## src/rtl/distance_pulse_gen_pkg.sv

```systemverilog
// -----------------------------------------------------------------------------
// distance_pulse_gen_pkg
//   Shared constants for the distance-pulse transmitter. The pulse scaling and
//   units width are the same values the distance counter uses, so a loopback
//   of this generator into the counter reads back the requested distance.
//   Contents:
//     PULSES_PER_UNIT_DEF  pulses per half-unit (1024 pulses = 0.5 mile)
//     UNIT_W_DEF           width of the units request / units_sent report
//     PERIOD_W_DEF         width of the period request (clk cycles per pulse)
//     ST_*                 FSM state encodings shared with the counter side
// -----------------------------------------------------------------------------
package distance_pulse_gen_pkg;

  localparam int PULSES_PER_UNIT_DEF = 1024;
  localparam int UNIT_W_DEF          = 7;
  localparam int PERIOD_W_DEF        = 16;

  localparam logic [1:0] ST_IDLE   = 2'd0;
  localparam logic [1:0] ST_HIGH   = 2'd1;
  localparam logic [1:0] ST_LOW    = 2'd2;
  localparam logic [1:0] ST_FINISH = 2'd3;

endpackage : distance_pulse_gen_pkg

```

## src/rtl/distance_pulse_gen_if.sv

```systemverilog
// -----------------------------------------------------------------------------
// distance_pulse_gen_if
//   Request/report bundle of the distance-pulse transmitter.
//   Signals:
//     start       requester -> gen  start a train (taken only when idle)
//     units       requester -> gen  half-units to emit
//     period      requester -> gen  clk cycles per pulse
//     abort       requester -> gen  terminate the running train
//     pulse       gen -> requester  sensor-style pulse output
//     busy        gen -> requester  train in progress
//     done        gen -> requester  one-cycle completion/abort strobe
//     units_sent  gen -> requester  half-units fully emitted
//   Modports: master = requester side, slave = generator side.
// -----------------------------------------------------------------------------
interface distance_pulse_gen_if #(
  parameter int UNIT_W   = distance_pulse_gen_pkg::UNIT_W_DEF,
  parameter int PERIOD_W = distance_pulse_gen_pkg::PERIOD_W_DEF
);

  logic                start;
  logic [UNIT_W-1:0]   units;
  logic [PERIOD_W-1:0] period;
  logic                abort;
  logic                pulse;
  logic                busy;
  logic                done;
  logic [UNIT_W-1:0]   units_sent;

  modport master (
    output start, units, period, abort,
    input  pulse, busy, done, units_sent
  );

  modport slave (
    input  start, units, period, abort,
    output pulse, busy, done, units_sent
  );

endinterface : distance_pulse_gen_if

```

## src/rtl/distance_pulse_gen_pulse_phase_timer.sv

```systemverilog
// -----------------------------------------------------------------------------
// distance_pulse_gen_pulse_phase_timer
//   Down-counter timing one phase (high or low) of a pulse. Loading a value V
//   makes expire assert on the V-th cycle after the load edge, i.e. the phase
//   lasts exactly V cycles. The same timer is reloaded for the high and low
//   phases in turn.
//   Ports:
//     clk         system clock
//     reset_n     asynchronous active-low reset
//     load        load load_value this edge (takes priority over counting)
//     load_value  phase length in cycles (>= 1)
//     expire      high during the last cycle of the loaded phase
// -----------------------------------------------------------------------------
module distance_pulse_gen_pulse_phase_timer #(
  parameter int W = distance_pulse_gen_pkg::PERIOD_W_DEF
) (
  input  logic         clk,
  input  logic         reset_n,
  input  logic         load,
  input  logic [W-1:0] load_value,
  output logic         expire
);

  logic [W-1:0] count;

  // NOTE: state registers use non-blocking assignments so every flop samples
  // the pre-edge values of its inputs regardless of block ordering.
  always_ff @(posedge clk or negedge reset_n) begin
    if (!reset_n) begin
      count <= '0;
    end else if (load) begin
      count <= load_value;
    end else if (count != '0) begin
      count <= count - W'(1);
    end
  end

  assign expire = (count == W'(1));

endmodule : distance_pulse_gen_pulse_phase_timer

```

## src/rtl/distance_pulse_gen.sv

```systemverilog
// -----------------------------------------------------------------------------
// distance_pulse_gen
//   Transmit side of the distance-pulse interface. On start it emits
//   units * PULSES_PER_UNIT pulses of period max(period,2) cycles (high for
//   P>>1 cycles, low for the remainder), reports completed half-units on
//   units_sent and strobes done for one cycle on completion or abort.
//   Ports:
//     clk      system clock, all logic on posedge
//     reset_n  asynchronous active-low reset
//     bus      distance_pulse_gen_if.slave: start/units/period/abort in,
//              pulse/busy/done/units_sent out
// -----------------------------------------------------------------------------
module distance_pulse_gen
  import distance_pulse_gen_pkg::*;
#(
  parameter int PULSES_PER_UNIT = PULSES_PER_UNIT_DEF,
  parameter int UNIT_W          = UNIT_W_DEF,
  parameter int PERIOD_W        = PERIOD_W_DEF
) (
  input  logic                 clk,
  input  logic                 reset_n,
  distance_pulse_gen_if.slave  bus
);

  localparam int CNT_W = $clog2(PULSES_PER_UNIT) + 1;

  logic [1:0]          state;
  logic [UNIT_W-1:0]   units_q;
  logic [UNIT_W-1:0]   units_sent_q;
  logic [PERIOD_W-1:0] high_q;
  logic [PERIOD_W-1:0] low_q;
  logic [CNT_W-1:0]    pulse_cnt;
  logic                pulse_q;
  logic                busy_q;
  logic                done_q;

  // Clamped period and its split, computed from the live request so they can
  // be latched on the accepting edge.
  logic [PERIOD_W-1:0] period_clamped;
  logic [PERIOD_W-1:0] high_in;
  logic [PERIOD_W-1:0] low_in;

  assign period_clamped = (bus.period < PERIOD_W'(2)) ? PERIOD_W'(2) : bus.period;
  assign high_in        = period_clamped >> 1;
  assign low_in         = period_clamped - high_in;

  logic start_taken;
  logic last_pulse_of_unit;
  logic last_unit;

  assign start_taken        = (state == ST_IDLE) && bus.start;
  assign last_pulse_of_unit = (pulse_cnt == CNT_W'(PULSES_PER_UNIT - 1));
  // units_sent_q < units_q whenever this is consulted, so +1 cannot wrap.
  assign last_unit          = ((units_sent_q + UNIT_W'(1)) == units_q);

  // Phase timer: reloaded with H when a high phase begins and with L when a
  // low phase begins. Reloading on the final low phase before FINISH is
  // harmless; the timer is ignored outside HIGH/LOW.
  logic                tmr_load;
  logic [PERIOD_W-1:0] tmr_value;
  logic                tmr_expire;

  // NOTE: every signal assigned in always_comb gets a default first so no
  // path leaves it unassigned and no latch is inferred.
  always_comb begin
    tmr_load  = 1'b0;
    tmr_value = high_q;
    case (state)
      ST_IDLE: begin
        tmr_load  = bus.start;
        tmr_value = high_in;
      end
      ST_HIGH: begin
        tmr_load  = tmr_expire;
        tmr_value = low_q;
      end
      ST_LOW: begin
        tmr_load  = tmr_expire;
        tmr_value = high_q;
      end
      default: begin
        tmr_load  = 1'b0;
        tmr_value = high_q;
      end
    endcase
  end

  distance_pulse_gen_pulse_phase_timer #(
    .W (PERIOD_W)
  ) u_phase_timer (
    .clk        (clk),
    .reset_n    (reset_n),
    .load       (tmr_load),
    .load_value (tmr_value),
    .expire     (tmr_expire)
  );

  always_ff @(posedge clk or negedge reset_n) begin
    if (!reset_n) begin
      state        <= ST_IDLE;
      units_q      <= '0;
      units_sent_q <= '0;
      high_q       <= '0;
      low_q        <= '0;
      pulse_cnt    <= '0;
      pulse_q      <= 1'b0;
      busy_q       <= 1'b0;
      done_q       <= 1'b0;
    end else begin
      done_q <= 1'b0;
      case (state)
        ST_IDLE: begin
          // abort is ignored here, so start wins when both are present.
          if (start_taken) begin
            units_q      <= bus.units;
            high_q       <= high_in;
            low_q        <= low_in;
            units_sent_q <= '0;
            pulse_cnt    <= '0;
            busy_q       <= 1'b1;
            if (bus.units == '0) begin
              state <= ST_FINISH;
            end else begin
              state   <= ST_HIGH;
              pulse_q <= 1'b1;
            end
          end
        end

        ST_HIGH: begin
          if (bus.abort) begin
            pulse_q   <= 1'b0;
            pulse_cnt <= '0;
            state     <= ST_FINISH;
          end else if (tmr_expire) begin
            pulse_q <= 1'b0;
            state   <= ST_LOW;
          end
        end

        ST_LOW: begin
          // Abort beats a simultaneous unit completion: the unit is not
          // credited to units_sent.
          if (bus.abort) begin
            pulse_cnt <= '0;
            state     <= ST_FINISH;
          end else if (tmr_expire) begin
            if (last_pulse_of_unit) begin
              pulse_cnt    <= '0;
              units_sent_q <= units_sent_q + UNIT_W'(1);
              if (last_unit) begin
                state <= ST_FINISH;
              end else begin
                state   <= ST_HIGH;
                pulse_q <= 1'b1;
              end
            end else begin
              pulse_cnt <= pulse_cnt + CNT_W'(1);
              state     <= ST_HIGH;
              pulse_q   <= 1'b1;
            end
          end
        end

        ST_FINISH: begin
          done_q <= 1'b1;
          busy_q <= 1'b0;
          state  <= ST_IDLE;
        end

        default: begin
          state <= ST_IDLE;
        end
      endcase
    end
  end

  assign bus.pulse      = pulse_q;
  assign bus.busy       = busy_q;
  assign bus.done       = done_q;
  assign bus.units_sent = units_sent_q;

endmodule : distance_pulse_gen

```

## src/flat_wrapper.sv

```systemverilog
// flat-port wrapper written by rule: the top's interface ports become plain ports
module distance_pulse_gen_flat import distance_pulse_gen_pkg::*;
#(
  parameter int PULSES_PER_UNIT = PULSES_PER_UNIT_DEF,
  parameter int UNIT_W          = UNIT_W_DEF,
  parameter int PERIOD_W        = PERIOD_W_DEF
)
  (clk, reset_n, bus_start, bus_units, bus_period, bus_abort, bus_pulse, bus_busy, bus_done, bus_units_sent);
  distance_pulse_gen_if #(.UNIT_W(UNIT_W), .PERIOD_W(PERIOD_W)) bus_i ();
  input  logic clk;
  input  logic reset_n;
  input wire logic [$bits(bus_i.start)-1:0] bus_start;
  input wire logic [$bits(bus_i.units)-1:0] bus_units;
  input wire logic [$bits(bus_i.period)-1:0] bus_period;
  input wire logic [$bits(bus_i.abort)-1:0] bus_abort;
  output wire logic [$bits(bus_i.pulse)-1:0] bus_pulse;
  output wire logic [$bits(bus_i.busy)-1:0] bus_busy;
  output wire logic [$bits(bus_i.done)-1:0] bus_done;
  output wire logic [$bits(bus_i.units_sent)-1:0] bus_units_sent;
  assign bus_i.start = bus_start;
  assign bus_i.units = bus_units;
  assign bus_i.period = bus_period;
  assign bus_i.abort = bus_abort;
  assign bus_pulse = bus_i.pulse;
  assign bus_busy = bus_i.busy;
  assign bus_done = bus_i.done;
  assign bus_units_sent = bus_i.units_sent;
  distance_pulse_gen #(.PULSES_PER_UNIT(PULSES_PER_UNIT), .UNIT_W(UNIT_W), .PERIOD_W(PERIOD_W)) u_core (.clk(clk), .reset_n(reset_n), .bus(bus_i));
endmodule
```

## config.mk

```make
export PLATFORM = sky130hd
export DESIGN_NAME = distance_pulse_gen_flat
export DESIGN_NICKNAME = d
export VERILOG_FILES = /design/src/rtl/distance_pulse_gen_pkg.sv /design/src/rtl/distance_pulse_gen_if.sv /design/src/rtl/distance_pulse_gen_pulse_phase_timer.sv /design/src/rtl/distance_pulse_gen.sv /design/src/flat_wrapper.sv
export SDC_FILE = /design/constraint.sdc
export NUM_CORES = 1
export LEC_CHECK = 0
export ABC_AREA = 0
export CAP_MARGIN = 10
export CORE_ASPECT_RATIO = 0.6
export CORE_UTILIZATION = 35
export DETAILED_ROUTE_END_ITERATION = 8
export GPL_TIMING_DRIVEN = 0
export PLACE_DENSITY_LB_ADDON = 0.12
export SETUP_SLACK_MARGIN = 0.02
export SLEW_MARGIN = 20
export SYNTH_ARGS = -nofsm -noshare
export SYNTH_HDL_FRONTEND = slang
export SYNTH_SLANG_ARGS = --single-unit
```

## constraint.sdc

```tcl
create_clock -name clk -period 3.5 [get_ports clk]
set_input_delay 0.875 -clock clk [delete_from_list [all_inputs] [get_ports clk]]
set_output_delay 0.875 -clock clk [all_outputs]
set_load 0.01 [all_outputs]
```

==> results.yml <==
layout:
  final_layout_size_suffix_gt1_frac: 0.101
  multiInputGateArea_sq_um: 2760
  antenna-diode-count: 0
  syn_to_final_growth_pct: 21.3
  nFillCells: 1270
  seqCellArea_sq_um: 1930
  fin_nets: 644
  final_util: 0.445
sta:
  period_share: 0.946
  hold_viol_final: 0
  clock_skew_ns: 0.0109
  max_slew_margin: 0.500
  period_needed_ns: 3.31
  setup_viol: 0
  rsz0062_at_grt: "false"
  finalWorstSetupSlack_ns: 0.188
  worst_slew_pin_slew_ns: 0.743
  fin_tns_setup_ns: 0
  timing.final.max_slew_violations: 0
  whs_ns: 0.468
  max_freq_mhz: 302
setup_path:
  critical_path.top_delay_family: "compound AO/OA/AOI/OAI gates"
  cp_num_buf_inv: 3
  required_ns: 3.69
  reg2reg_to: "u_core.bus.units_sent[6]"
  cp_slowest_cell: "fa_2"
  crit_chain: "dlygate4sd2_1, nor4_4, nand4_1, buf_4, nand2b_4, ha_4, inv_1, fa_2, a211oi_2, o21ai_2, o22ai_4, o31a_1, xor2_1, o21ai_0"
  worst-setup-path-type: "input port to flip-flop"
  rrSetupSlack_ns: 0.74
  cp_data_arrival_time_ns: 3.50
  worstSetupStartpoint: "bus_period[5]"
  cp-end-kind: "flip-flop"
  reg2reg_depth: 7
  path_depth: 14
  cp-start-kind: "input port"
  r2r_start: "u_core.pulse_cnt[0]"
  path_max_fanout: 4
  endpoint: "u_core.low_q[12]"
  cp_slowest_stage_delay_ns: 0.39
floorplan:
  start_util: 0.367
  dieArea_sq_um: 14200
  die_x_um: 153
  coreArea_sq_um: 13100
  core.rowCount: 32
  die_h_um: 92.7
  io_pins: 37
min_path:
  min_path_type: "input port to asynchronous set/reset pin"
cts:
  cts_buffers: 9
  cts_root_buf: "clkbuf_16"
  clk_latency_ns: 0.34
  cts_max_path_buffers: 2
  cts_tree: "done"
  cts.htree.levels: 3
  cts.sinks: 77
  cts_hold_buf: 0
  clkTransAtPathRegs_ns: 0.06
yosys:
  yosysTopAreaCell: "dfrtp_1"
  ys.warnings.count: 0
  syn_area_sq_um: 4800
  synth_top_cell_area_share: 0.401
  synth_edf_count: 0
  ys_seq_elements: 77
  ys_types: 53
  postSynthCellCount: 537
  syn_nets: 589
  synthTopCellsByArea: "dfrtp_1 (40%), ha_1 (6.3%), nand2_1 (5.2%)"
  synth_ff_type: "dfrtp_1"
  ys_async_sr_fraction: 1.00
  syn_avg_cell_area_sq_um: 8.94
  ys_seq_area_frac: 0.401
status:
  status: "finished clean"
grt:
  grt_pass1_vias: 4049
  top_usage_layer: "met1"
  antenna_found_initial: 0
  grt_pass1_wl_um: 22700
  use_met2: 0.278
  use_met1: 0.335
  grt.overflow.total: 0
  grt_usage: 0.211
  use_met3: 0.0463
  grt_start_max_net_pins: 49
routing:
  routed_wl_um: 13900
  drt_iter0_drc: 245
  num_vias: 4251
  antenna_left: 0
  wl_per_cell_um: 18.1
  drc: 0
  first_pass_iters: 5
  vias_per_cell: 5.54
place:
  globalplace.congestion: 0.853
  post-place-ws_ns: -1.25
  dp_hpwl_um: 10400
  portBuffers: 36
pwr:
  ir_drop_mv: 0.302
  powerDensity_nw_per_um2: 695
  p_leak_nw: 2.51
job:
  cap_viol_max_count: 0
==> cell usage after synthesis, types with 10 or more instances <==
| master | number |
|---|---|
| dfrtp_1 | 77 |
| a22o_1 | 11 |
| o31ai_1 | 10 |
| a21oi_1 | 31 |
| nand3_1 | 11 |
| inv_1 | 26 |
| o21ai_0 | 49 |
| a211oi_1 | 16 |
| clkbuf_1 | 26 |
| ha_1 | 24 |
| nor3_1 | 10 |
| nor2_1 | 30 |
| xnor2_1 | 20 |
| mux2_2 | 10 |
| xor2_1 | 17 |
| nand2_1 | 67 |
==> where the power goes <==
part           internal [mW]  leakage, nW  total, mW  switching, mW
clock                  0.479        0.132      0.867          0.388
sequential              1.24        0.967       1.51          0.277
combinational          0.690         1.41       1.67          0.979
==> registers in the layout, summed over array words and instances, names as in the netlist <==
register,cells
u_core.bus.busy,1
u_core.u_phase_timer.count,16
u_core.state,2
u_core.bus.pulse,1
u_core.low_q,16
u_core.bus.units_sent,7
u_core.pulse_cnt,11
u_core.units_q,7
u_core.bus.done,1
u_core.high_q,15
==> placed cells by master (no fill, tap or decap), drive strengths merged, types with 16 or more instances in the layout <==
cell type      instances
a21oi                 31
inv                   26
ha                    24
a211oi                16
xnor2                 20
nand2                 67
clkbuf                38
xor2                  17
o21ai                 49
dfrtp                 77
clkdlybuf4s50         22
nor2                  30
==> how the worst min path moves through the flow <==
stage / slack [ns] / depth (start not counted) / end
detailed placement: 0.47 / 2 / u_core.high_q[7]
finish: 0.47 / 1 / u_core.bus.units_sent[3]
floorplan: 0.45 / 2 / u_core.low_q[3]
global placement: 0.46 / 2 / u_core.high_q[8]
global route: 0.50 / 1 / u_core.bus.units_sent[3]
CTS: 0.48 / 1 / u_core.bus.units_sent[3]
==> worst register-to-register path, stage by stage (launching register included) <==
cell and delay, ns:
dfrtp_1 0.42, ha_1 0.28, nand3_1 0.15, nor4_2 0.63, or4b_4 0.61, o21a_1 0.23
o21ai_0 0.21, o31ai_1 0.09
==> final cells by class <==
type,instances,share of cell area
clock inverter,6,0.00688
inverter,26,0.0168
clock buffer,10,0.0393
tap,170,0.0365
multi-input combinational,404,0.474
buffer,30,0.0211
timing repair buffer,44,0.0750
sequential,77,0.331
==> cell families (layout without fill, tap and decap cells) <==
family | Yosys count | count (layout) | synth area share
multiplexers | 12 | 12 | 0.0276
flip-flops | 77 | 77 | 0.401
AND/OR/NAND/NOR | 169 | 169 | 0.178
adder cells (fa/ha/maj) | 25 | 25 | 0.0667
AO/OA/AOI/OAI | 161 | 161 | 0.213
XOR/XNOR | 37 | 37 | 0.0675
buffers and inverters | 56 | 116 | 0.0459
==> metal layers <==
layer  up-vias  share of wire
met4         0          0.011
met2        99           0.39
met5         -              0
li1       2040              -
met1      2101           0.54
met3        11          0.058
==> what timing repair did <==
| action | CTS | global route |
|---|---|---|
| setup endpoints to repair | 12 | 7 |
| resized for setup | 21 | 17 |
| buffers inserted | 4 | 3 |
| pin swaps | 7 | 8 |
==> metrics by stage <==
| step | std cells | total power, mW | area, sq um |
|---|---|---|---|
| 3_5_place_dp | 744 | 3.15 | 5400 |
| 6_report | 767 | 4.05 | 5820 |
| 3_3_place_gp | 743 | 3.12 | 5370 |
| 5_1_grt | 767 | 4.34 | 5820 |
| 2_1_floorplan | 537 | 2.60 | 4800 |
| 4_1_cts | 764 | 4.03 | 5760 |
(Power assumes the default switching activity.)
